===== config.mk =====
export PLATFORM = sky130hd
export DESIGN_NAME = spi_reg_bridge
export DESIGN_NICKNAME = d
export VERILOG_FILES = /design/src/rtl/spi_reg_bridge.sv
export SDC_FILE = /design/constraint.sdc
export NUM_CORES = 1
export LEC_CHECK = 0
export BUFFER_PORTS_ARGS = -buffer_cell sky130_fd_sc_hd__buf_2
export CAP_MARGIN = 10
export CORE_MARGIN = 1.5
export CORE_UTILIZATION = 46
export CTS_CLUSTER_DIAMETER = 60
export DETAILED_ROUTE_END_ITERATION = 10
export GPL_ROUTABILITY_DRIVEN = 0
export PLACE_DENSITY = 0.82
export SLEW_MARGIN = 20
export SYNTH_ARGS = -nofsm -noshare
export SYNTH_HDL_FRONTEND = slang
export SYNTH_SLANG_ARGS = --single-unit

===== constraint.sdc =====
create_clock -name clk -period 2.8 [get_ports clk]
set_input_delay 0.56 -clock clk [delete_from_list [all_inputs] [get_ports clk]]
set_output_delay 0.56 -clock clk [all_outputs]
set_load 0.03 [all_outputs]

===== src/rtl/spi_reg_bridge.sv =====
`timescale 1ns/1ps
`default_nettype none
// ============================================================================
// Module   : spi_reg_bridge
// Purpose  : Bridges an SPI slave byte stream onto a simple register bus with
//            auto-incrementing burst writes and prefetched burst reads.
// Revision : 1.0 - initial release
// ============================================================================
module spi_reg_bridge #(
    parameter logic [7:0] STATUS_BYTE = 8'hA5
) (
    input  logic       clk,
    input  logic       rst,
    input  logic       busy,
    input  logic       valid,
    input  logic [7:0] rx_data,
    input  logic       read,
    output logic [7:0] tx_data,
    output logic [6:0] reg_addr,
    output logic [7:0] reg_wdata,
    output logic       reg_we,
    output logic       reg_re,
    input  logic [7:0] reg_rdata,
    output logic       frame_done,
    output logic       underrun
);

    typedef enum logic [2:0] {
        IDLE     = 3'd0,
        CMD      = 3'd1,
        WR       = 3'd2,
        RD_FETCH = 3'd3,
        RD_WAIT  = 3'd4,
        RD_READY = 3'd5
    } state_t;

    state_t     r_state;
    state_t     w_next_state;
    logic       r_busy_d;
    logic       r_load;
    logic [6:0] r_addr;
    logic [7:0] r_wdata;
    logic       r_we;
    logic [7:0] r_txbuf;
    logic [7:0] r_tx_data;
    logic       r_frame_done;
    logic       r_underrun;
    logic [7:0] w_tx_next;
    logic       w_reg_re;
    logic       w_busy_rise;
    logic       w_busy_fall;

    assign w_busy_rise = busy & ~r_busy_d;
    assign w_busy_fall = ~busy & r_busy_d;

    always_ff @(posedge clk) begin
        if (rst) begin
            r_state <= IDLE;
        end else begin
            r_state <= w_next_state;
        end
    end

    always_comb begin
        w_next_state = r_state;
        w_tx_next    = STATUS_BYTE;
        w_reg_re     = 1'b0;
        case (r_state)
            IDLE: begin
                if (w_busy_rise) begin
                    w_next_state = CMD;
                end
            end
            CMD: begin
                if (w_busy_fall) begin
                    w_next_state = IDLE;
                end else if (valid) begin
                    w_next_state = rx_data[7] ? RD_FETCH : WR;
                end
            end
            WR: begin
                w_tx_next = 8'h00;
                if (w_busy_fall) begin
                    w_next_state = IDLE;
                end
            end
            RD_FETCH: begin
                w_tx_next = r_txbuf;
                // A frame ending here abandons the prefetch without a bus read
                w_reg_re  = ~w_busy_fall;
                w_next_state = w_busy_fall ? IDLE : RD_WAIT;
            end
            RD_WAIT: begin
                w_tx_next    = r_txbuf;
                w_next_state = w_busy_fall ? IDLE : RD_READY;
            end
            RD_READY: begin
                w_tx_next = r_txbuf;
                if (w_busy_fall) begin
                    w_next_state = IDLE;
                end else if (r_load) begin
                    w_next_state = RD_FETCH;
                end
            end
            default: begin
                w_next_state = IDLE;
            end
        endcase
    end

    always_ff @(posedge clk) begin
        if (rst) begin
            // Busy held high through reset must not look like a new frame start
            r_busy_d     <= 1'b1;
            r_load       <= 1'b0;
            r_addr       <= 7'd0;
            r_wdata      <= 8'd0;
            r_we         <= 1'b0;
            r_txbuf      <= 8'd0;
            r_tx_data    <= STATUS_BYTE;
            r_frame_done <= 1'b0;
            r_underrun   <= 1'b0;
        end else begin
            r_busy_d     <= busy;
            r_load       <= read & (r_state == RD_READY);
            r_we         <= 1'b0;
            r_frame_done <= w_busy_fall & (r_state != IDLE);

            // Freeze the MISO byte across the slave's sample window
            if (!read) begin
                r_tx_data <= w_tx_next;
            end

            if ((r_state == IDLE) && w_busy_rise) begin
                r_underrun <= 1'b0;
            end else if (read && ((r_state == RD_FETCH) || (r_state == RD_WAIT))) begin
                r_underrun <= 1'b1;
            end

            // A write byte arriving with the frame end still gets committed
            if ((r_state == WR) && valid) begin
                r_we    <= 1'b1;
                r_wdata <= rx_data;
            end

            if ((r_state == RD_WAIT) && !w_busy_fall) begin
                r_txbuf <= reg_rdata;
            end

            if ((r_state == CMD) && valid && !w_busy_fall) begin
                r_addr <= rx_data[6:0];
            end else if (r_we || ((r_state == RD_READY) && r_load && !w_busy_fall)) begin
                r_addr <= r_addr + 7'd1;
            end
        end
    end

    assign tx_data    = r_tx_data;
    assign reg_addr   = r_addr;
    assign reg_wdata  = r_wdata;
    assign reg_we     = r_we;
    assign reg_re     = w_reg_re;
    assign frame_done = r_frame_done;
    assign underrun   = r_underrun;

endmodule
`default_nettype wire


; ---- Word level (Yosys, flattened, before mapping)
; Cells that the tools add are included.
[totals]
ff_bits = 39
[classes]
muxes = 15
n_eq_ne = 9
reduce_logical = 17
n_addsub = 1
n_bitwise = 7
[ops]
columns = operator, n
row1 = 3-bit 2-to-1 mux, 8
row2 = 3-bit case mux with 6 select lines, 1
row3 = 8-bit case mux with 2 select lines, 1
row4 = 7-bit 2-to-1 mux, 2
row5 = 1-bit logical AND, 8
row6 = 7-bit by 1-bit adder with 7-bit output (second input constant), 1
row7 = 3-bit by 2-bit equality test with 1-bit output (second input constant), 2
row8 = 3-bit equality test (second input constant), 2
row9 = 3-bit != test (second input constant), 2
row10 = 1-bit bitwise AND, 4
row11 = 2-bit != test (second input constant), 2
row12 = 4-bit AND reduction, 1
row13 = 3-bit by 1-bit equality test with 1-bit output (second input constant), 1
row14 = 3-bit zero test, 1
row15 = 1-bit 2-to-1 mux, 3
row16 = 1-bit inverter, 3
row17 = 3-bit nonzero test, 1
row18 = 3-bit OR reduction, 1
row19 = 1-bit logical OR, 2
row20 = 2-bit nonzero test, 1
row21 = 2-bit OR reduction, 1
row22 = 1-bit zero test, 1

; ---- Longest topological paths before layout
; Gate-level depths: netlist (run 1).
[depth]
ltp_word = 7
depth_mapped = 6

; ---- Worst setup path before layout (run 1)
; OpenSTA, ideal clock, no wires.
[synth_path]
path_kind = register -> register
start = register r_addr[0], in the netlist reg_addr[0]
end = register r_addr[6], in the netlist reg_addr[6]
setup_time_ps = 91
path_stages_with_launch = 6
arrival_ps = 1711
t_required_ps = 2709
path_buffers = 0
path_slack_ps = 998
cell_sequence = dfxtp_1 ha_1 inv_2 or3_1 or3_1 a311oi_1
[synth_via]
elab_chain_cells = 3
[synth_rtl]
columns = item, line
row1 = from (decl), 41  ; logic [6:0] r_addr;
row2 = from (signal assigned), 151  ; r_addr <= rx_data[6:0];
row3 = from (signal assigned), 153  ; r_addr <= r_addr + 7'd1;
row4 = 7-bit by 1-bit adder with 7-bit output, 153
row5 = 7-bit 2-to-1 mux, 152  ; end else if (r_we || ((r_state == RD_READY) && r_load && !w_busy_fall)) begin
row6 = 7-bit 2-to-1 mux, 150  ; if ((r_state == CMD) && valid && !w_busy_fall) begin
; No other way between the ends. The select of a mux whose other input is x is not followed.
; A chain may end at the register's enable or synchronous reset.

; ---- Worst setup path after layout (run 1)
[layout_path]
start = register r_state[0]
end = register r_addr[5], in the netlist reg_addr[5]
[layout_via]
elab_chain_cells = 5
[layout_rtl]
columns = item, line
row1 = from (decl), 37  ; state_t r_state;
row2 = from (signal assigned), 60  ; r_state <= w_next_state;
row3 = 3-bit equality test, 152
row4 = 1-bit logical AND (2 in series), 152
row5 = 1-bit logical OR, 152
row6 = 2-bit nonzero test (no source line), -
; Several ways; a longest one is shown, not always the timed one.

==> impl_metrics.json, run 1 <==
{
  "status": "completed",
  "share_seq_of_total_power": 0.612,
  "area_delta_synth_final_pct": 17.9,
  "cts_made_buffers": 5,
  "fin_setup_tns_ps": 0,
  "overflow": 0,
  "power_density_nw_per_um2": 477,
  "grt_pass1_vias": 1381,
  "synth.distinct_cells": 40,
  "avgSynthCellArea_um2": 8.66,
  "drive_gt1_frac": 0.269,
  "p_int_mw": 0.696,
  "grt_max_degree": 40,
  "clk_pin_slew_ps": 120,
  "worstPathRequired_ps": 3040,
  "drt_iter0_markers": 32,
  "die_height_um": 63.3,
  "synth-async-reset-ratio": 0,
  "cts_resized": 0,
  "pwr-share-clk": 0.291,
  "ctsHoldBuffers": 0,
  "min-delay-start": "reg_rdata[7]",
  "p_comb_frac": 0.096,
  "hold_viol": 0,
  "finalCritPeriodShare": 0.729,
  "netlist_area_um2": 1670,
  "cp-start-kind": "flop",
  "post_cts_buffers": 0,
  "io_pins": 48,
  "min_path_type": "in -> reg",
  "synth_ff_type": "dfxtp_1",
  "synth_cells": 193,
  "initial_utilization": 0.489,
  "post-route-util": 0.577,
  "p_total_mw": 0.941,
  "core_area_um2": 3420,
  "layout_commonest_cell": "buf_2",
  "fin_worst_skew_ps": 6.56,
  "die_width_um": 63.3,
  "synth_edf_count": 0,
  "r2r_start": "r_state[0]$_SDFFE_PP0P_",
  "netSwitchingPower_mw": 0.244,
  "place_area_um2": 1920,
  "rsz0062_at_grt": "false",
  "irDropWorstVdd_uv": 352,
  "switching_share": 0.260,
  "drcViolationCount": 0,
  "port_buffers": 47,
  "routedWlPerCell_um": 12.5,
  "hpwl_mm": 2.56,
  "path_class": "reg -> reg",
  "grt_pass1_wl_mm": 5.99,
  "synth_seq_cells": 39,
  "startpoint": "r_state[0]$_SDFFE_PP0P_",
  "clock-sinks": 39,
  "grt_use_total": 0.185,
  "num_vias": 1518,
  "nets": 259,
  "worstMarginPinSlew_ps": 688,
  "synth-seq-area-share": 0.467,
  "synth_warnings": 0,
  "drtPass1Iterations": 4,
  "rows": 21,
  "critPathMaxFanout": 12,
  "synthesis.nets": 215,
  "timing.fmax_ghz": 0.490,
  "final_cell_mix": "47 x buf_2, 39 x dfxtp_1, 28 x nand2_1, 22 x nor2_1, 18 x a21oi_1",
  "cellLeakagePower_nw": 0.843,
  "drt-total-wl_mm": 3.56,
  "period_needed_ps": 2040,
  "maxCapViolCount": 0,
  "drv_slew": 0,
  "antenna_found_initial": 0,
  "design.die.area_um2": 4000,
  "arrival_ps": 2280,
  "antenna_cells": 0,
  "ant_nets": 0,
  "end_kind": "flop",
  "cts_tree": "yes",
  "holdWs_ps": 448,
  "clk_latency_ps": 330,
  "cts-htree-levels": 2,
  "setup_viol": 0,
  "cts_root_buffer": "clkbuf_4",
  "via_per_inst": 5.35,
  "finalInstanceArea_um2": 1970,
  "relSlewSlack": 0.541,
  "clk_path_buf_depth": 2
}
## power groups by stage
stage	logic, mW	clock network (mW)	registers [mW]
detailed placement	0.0910	0	0.588
floorplan	0.0441	0	0.601
global route	0.0993	0.307	0.578
finish	0.0905	0.274	0.576
global placement	0.0903	0	0.588
CTS	0.0913	0.278	0.576
## Yosys cell counts (2+ instances only)
cell	n	area (um^2)
o21ai_0	5	25.0
nand3_1	3	15.0
inv_1	2	7.51
nand3b_1	6	45.0
mux2i_1	9	90.1
nand2_1	28	105
a311oi_1	4	35.0
a21oi_1	18	90.1
clkbuf_1	6	22.5
or3_1	6	37.5
buf_4	2	15.0
o21ai_1	6	30.0
a211oi_1	4	30.0
buf_2	2	10.0
nor2_1	22	82.6
nor3_1	5	25.0
nand2b_1	3	18.8
dfxtp_1	39	781
and2_1	2	12.5
## cells by family (layout without fill, tap and decap cells)
kind of cell               count (synthesis)  in the layout  synth area share
and+or+nand+nor                           87             87             0.266
adders and majority gates                  1              1           0.00748
buffers and inverters                     13             58            0.0352
muxes                                      9              9            0.0539
AOI/OAI and AO/OA                         44             44             0.170
DFF                                       39             39             0.467
## critical path, cell delays in order (launching register included)
cell and delay, ps:
dfxtp_1 540, nor2b_2 270, a41oi_2 310, or4_1 580, a311oi_1 260
## metrics by stage
step,setup slack [ps],instances
5_1_grt,642,284
6_report,760,284
2_1_floorplan,998,193
3_5_place_dp,715,276
4_1_cts,760,284
3_3_place_gp,815,276
## routing by layer
metal / up-vias / track usage / share of wire
met4: 0 / 0.0761 / 0.012
met2: 31 / 0.302 / 0.47
met3: 7 / 0.0464 / 0.047
met1: 713 / 0.233 / 0.47
li1: 767 / - / -
met5: - / 0 / 0
## layout make-up
cell class / count / area, um^2
fill: 335 / 1450
multi-input combinational: 141 / 832
sequential: 39 / 781
timing repair buffer: 47 / 235
tap: 46 / 57.6
clock buffer: 6 / 41.3
clock inverter: 2 / 12.5
inverter: 3 / 11.3
## final timing paths
| kind | to | slack (ps) | cells past startpoint |
|---|---|---|---|
| worst max-delay path | reg_addr[5]$_SDFFE_PP0P_ | 760 | 4 |
| worst max register to register | reg_addr[5]$_SDFFE_PP0P_ | 760 | 4 |
| worst min register to register | reg_wdata[0]$_SDFFE_PP0P_ | 470 | 2 |
| worst min-delay path | r_txbuf[7]$_SDFFE_PP0P_ | 450 | 3 |
## sequential cells by signal (all words and copies together), names as in the netlist
signal,cells
reg_we,1
reg_addr,7
r_load,1
r_busy_d,1
frame_done,1
r_txbuf,8
tx_data,8
reg_wdata,8
r_state,3
underrun,1
Note: power is estimated with default switching activity, not from simulation.
==> run 2: changes to the inputs <==
==> constraint.sdc (replaced) <==
create_clock -name clk -period 1.9 [get_ports clk]
set_input_delay 0.38 -clock clk [delete_from_list [all_inputs] [get_ports clk]]
set_output_delay 0.38 -clock clk [all_outputs]
set_load 0.03 [all_outputs]
==> run 2 against run 1 <==
- non-clock buffer count up 5
- die area unchanged
- total power up 50%
- worst hold slack worse by 210 ps
- combinational power up 56%
- via count up 1.1%
- critical path type is now reg -> out
- highest routed layer unchanged
==> impl_metrics.json, run 2 (same netlist as run 1, synthesis figures left out) <==
{
  "overflow": 0,
  "antenna_found_initial": 0,
  "clock-sinks": 39,
  "grt.busiest_layer": "met2",
  "routedWlPerCell_um": 12.6,
  "design.die.area_um2": 4000,
  "irDropWorstVdd_uv": 411,
  "min-delay-start": "reg_rdata[1]",
  "cts_tree": "yes",
  "grt_use_met3": 0.0518,
  "post_cts_buffers": 0,
  "drive_gt1_frac": 0.296,
  "final_cell_mix": "47 x buf_2, 37 x dfxtp_1, 28 x nand2_1, 22 x nor2_1, 18 x a21oi_1",
  "fillers": 331,
  "num_vias": 1534,
  "reg2reg_setup_slack_ps": 210,
  "drtPass1Iterations": 4,
  "r2r_start": "reg_addr[1]$_SDFFE_PP0P_",
  "cts-htree-levels": 2,
  "fin_setup_tns_ps": 0,
  "grtUsageMet1": 0.250,
  "seqCellArea_um2": 783,
  "hold_viol": 0,
  "ant_nets": 0,
  "multi_input_area_um2": 832,
  "rows": 21,
  "cellLeakagePower_nw": 0.868,
  "period_needed_ps": 1790,
  "via_per_inst": 5.31,
  "clk_path_buf_depth": 2,
  "drcViolationCount": 0,
  "place_area_um2": 1950,
  "critPathMaxFanout": 6,
  "power_density_nw_per_um2": 703,
  "finalInstanceArea_um2": 2010,
  "rsz0062_at_grt": "false",
  "hold_depth": 3,
  "cts_resized": 0,
  "path_class": "reg -> out",
  "drv_slew": 0,
  "antenna_cells": 0,
  "timing.fmax_ghz": 0.557,
  "layout_commonest_cell": "buf_2",
  "cts_root_buffer": "clkbuf_4",
  "grt_max_degree": 16,
  "relSlewSlack": 0.657,
  "maxCapViolCount": 0,
  "core_area_um2": 3420,
  "arrival_ps": 1410,
  "fin_worst_skew_ps": 10.6,
  "holdWs_ps": 242,
  "port_buffers": 47,
  "grt_pass1_wl_mm": 6.29,
  "clk_latency_ps": 360,
  "hold_end": "r_txbuf[1]$_SDFFE_PP0P_",
  "ctsHoldBuffers": 0,
  "setup_viol": 0,
  "met2_usage": 0.315,
  "die_width_um": 63.3,
  "finalCritPeriodShare": 0.944,
  "initial_utilization": 0.489,
  "area_delta_synth_final_pct": 20.5,
  "grt_use_total": 0.198,
  "worstPathRequired_ps": 1520,
  "drt-total-wl_mm": 3.64,
  "min_path_type": "in -> reg",
  "end_kind": "output port",
  "grt_pass1_vias": 1439,
  "reg2reg_depth": 5,
  "status": "completed",
  "clk_pin_slew_ps": 120,
  "cp-start-kind": "flop",
  "cts_made_buffers": 5,
  "hpwl_mm": 2.68,
  "worstMarginPinSlew_ps": 512,
  "io_pins": 48,
  "p_total_mw": 1.42,
  "drt_iter0_markers": 94,
  "die_height_um": 63.3,
  "nets": 264,
  "regToRegEndpoint": "reg_addr[6]$_SDFFE_PP0P_"
}
==> run 2: worst max path at each step <==
stage	from	slack, ps	endpoint	cells past startpoint
6_report	r_state[0]$_SDFFE_PP0P_	110	reg_re	4
5_1_grt	r_state[0]$_SDFFE_PP0P_	6	reg_re	4
4_1_cts	r_state[1]$_SDFFE_PP0P_	6	reg_re	3
3_5_place_dp	busy	180	reg_addr[6]$_SDFFE_PP0P_	6
3_3_place_gp	busy	240	reg_addr[4]$_SDFFE_PP0P_	6
2_1_floorplan	reg_addr[0]$_SDFFE_PP0P_	100	reg_addr[6]$_SDFFE_PP0P_	5
==> run 2: per-layer routing <==
metal | up-vias | wire length [um]
met3 | 7 | 181
met4 | 0 | 68
met1 | 716 | 1710
li1 | 778 | -
met2 | 33 | 1680
met5 | - | 0
==> run 2: worst max-delay path, cell delays in order (launching register included) <==
cell and delay (ps):
dfxtp_2 390, buf_4 150, nand3b_1 150, nor2_1 150, buf_2 210
==> run 2: final cells by class <==
type | instances | share of cell area
Multi-Input combinational cell | 141 | 0.413
Sequential cell | 39 | 0.389
Timing Repair Buffer | 52 | 0.135
Tap cell | 46 | 0.0286
Clock buffer | 5 | 0.0186
Clock inverter | 3 | 0.00994
Inverter | 3 | 0.00559
==> run 2: power breakdown <==
group / total (mW) / internal (mW) / switching (mW)
clock network: 0.426 / 0.141 / 0.285
logic: 0.141 / 0.0545 / 0.0868
registers: 0.848 / 0.834 / 0.0143
total: 1.42 / 1.03 / 0.386
==> run 2: through the flow <==
stage | utilization | setup slack [ps] | cells
finish | 0.590 | 106 | 289
global route | 0.590 | 5.83 | 289
CTS | 0.589 | 6.28 | 289
detailed placement | 0.572 | 181 | 281
global placement | 0.572 | 245 | 281
floorplan | - | 98.0 | 193
==> run 3: changes to the inputs <==
==> constraint.sdc (replaced) <==
create_clock -name clk -period 1.9 [get_ports clk]
set_input_delay 0 -clock clk [delete_from_list [all_inputs] [get_ports clk]]
set_output_delay 0 -clock clk [all_outputs]
set_load 0.005 [all_outputs]
==> run 3 against run 2 <==
- first-iteration DRC count down 50%
- combinational power about the same
- critical path depth unchanged
- highest routed layer unchanged
- wire length up 9.5%
==> impl_metrics.json, run 3 (same netlist as run 1, synthesis figures left out) <==
{
  "r2r_start": "r_state[1]$_SDFFE_PP0P_",
  "pwr-share-clk": 0.290,
  "reg2reg_depth": 4,
  "finalCritPeriodShare": 0.903,
  "fin_worst_skew_ps": 12.4,
  "clk_pin_slew_ps": 120,
  "p_int_mw": 1.05,
  "irDropWorstVdd_uv": 484,
  "worstPathRequired_ps": 2120,
  "setup.worst_path.end": "r_txbuf[0]$_SDFFE_PP0P_",
  "die_width_um": 63.3,
  "netSwitchingPower_mw": 0.347,
  "die_height_um": 63.3,
  "relSlewSlack": 0.538,
  "min_path_type": "in -> reg",
  "drt_iter0_markers": 47,
  "cts_made_buffers": 5,
  "p_comb_frac": 0.103,
  "cp.depth": 4,
  "power_density_nw_per_um2": 648,
  "switching_share": 0.248,
  "overflow": 0,
  "cts-htree-levels": 2,
  "hold_viol": 0,
  "area_delta_synth_final_pct": 29.0,
  "end_kind": "flop",
  "grt_use_total": 0.213,
  "setup_viol": 0,
  "status": "completed",
  "crit_family": "simple AND/OR/NAND/NOR gates",
  "drv_slew": 0,
  "startpoint": "r_state[1]$_SDFFE_PP0P_",
  "cts_tree": "yes",
  "slowest_stage": "dfxtp_1",
  "drtPass1Iterations": 4,
  "drive_gt1_frac": 0.257,
  "clk_path_buf_depth": 2,
  "p_total_mw": 1.40,
  "maxCapViolCount": 0,
  "num_vias": 1609,
  "layout_commonest_cell": "buf_2",
  "arrival_ps": 1940,
  "ctsHoldBuffers": 17,
  "rows": 21,
  "slowest_delay_ps": 560,
  "crit_chain": "nand2b_1 > or3_1 > mux2i_1 > nor2_1",
  "fin_setup_tns_ps": 0,
  "period_needed_ps": 1720,
  "clock-sinks": 39,
  "drcViolationCount": 0,
  "reg2reg_setup_slack_ps": 180,
  "grt_pass1_vias": 1497,
  "port_buffers": 47,
  "antenna_cells": 0,
  "drt-total-wl_mm": 3.98,
  "cellLeakagePower_nw": 0.924,
  "design.die.area_um2": 4000,
  "hpwl_mm": 2.65,
  "cts_root_buffer": "clkbuf_4",
  "cp-start-kind": "flop",
  "core_area_um2": 3420,
  "regToRegEndpoint": "r_txbuf[0]$_SDFFE_PP0P_",
  "antenna_found_initial": 0,
  "routedWlPerCell_um": 13.1,
  "via_per_inst": 5.31,
  "nets": 278,
  "grt_max_degree": 40,
  "timing.fmax_ghz": 0.583,
  "ant_nets": 0,
  "initial_utilization": 0.489,
  "grt_pass1_wl_mm": 6.77,
  "crit_buf_inv": 0,
  "clk_latency_ps": 340,
  "worstMarginPinSlew_ps": 693,
  "critPathMaxFanout": 12,
  "post_cts_buffers": 0,
  "io_pins": 48,
  "rsz0062_at_grt": "false",
  "share_seq_of_total_power": 0.607,
  "cts_resized": 0,
  "final_cell_mix": "47 x buf_2, 39 x dfxtp_1, 28 x nand2_1, 22 x nor2_1, 18 x a21oi_1",
  "path_class": "reg -> reg"
}
run 3: cell types whose count changed in the layout (fill, tap and decap cells not counted):
cell / before / now
dfxtp_2: 2 / 0
dfxtp_1: 37 / 39
clkinvlp_4: 2 / 1
buf_4: 5 / 2
clkbuf_1: 0 / 1
dlygate4sd3_1: 0 / 17
run 3: per-stage QoR:
step	utilization	setup slack [ps]	area, um^2	hold slack, ps	std cells
CTS	0.631	212	2160	14.0	303
global placement	0.566	289	1930	229	278
floorplan	-	304	1670	90.6	193
global route	0.631	45.1	2160	22.0	303
detailed placement	0.566	228	1930	241	278
finish	0.631	183	2160	22.1	303
run 3: layer usage:
layer  vias up  GRT usage  routed length (um)
met1       732      0.277                1780
met4         0     0.0842                  73
met5         -          0                   0
met2        61      0.334                1870
li1        806          -                   -
met3        10     0.0607                 261
run 3: worst min-delay path by stage:
stage	startpoint	end	slack [ps]	cells past startpoint
floorplan	rst	r_state[0]$_SDFFE_PP0P_	90	1
global placement	reg_rdata[5]	r_txbuf[5]$_SDFFE_PP0P_	230	3
detailed placement	reg_rdata[5]	r_txbuf[5]$_SDFFE_PP0P_	240	3
CTS	read	tx_data[4]$_SDFFE_PP0N_	10	3
global route	read	tx_data[3]$_SDFFE_PP0N_	20	3
finish	read	r_load$_SDFF_PP0_	20	3
run 3: layout make-up:
cell class | count | area (um^2)
fillers | 299 | 1260
multi-input cells | 141 | 832
flip-flops and latches | 39 | 781
repair buffers | 66 | 420
well taps | 46 | 57.6
clock buffers | 6 | 41.3
clock inverters | 2 | 12.5
inverters | 3 | 11.3
run 3: worst reg2reg max path, stage by stage, from the launching register on:
cell and delay [ps]:
dfxtp_1 560, nand2b_1 250, or3_1 440, mux2i_1 300
nor2_1 60
run 3: power by group through the flow:
stage	logic, mW	registers [mW]	clock network, mW
floorplan	0.0649	0.863	0
global placement	0.113	0.865	0
detailed placement	0.113	0.866	0
CTS	0.140	0.847	0.413
global route	0.156	0.851	0.459
finish	0.143	0.848	0.405
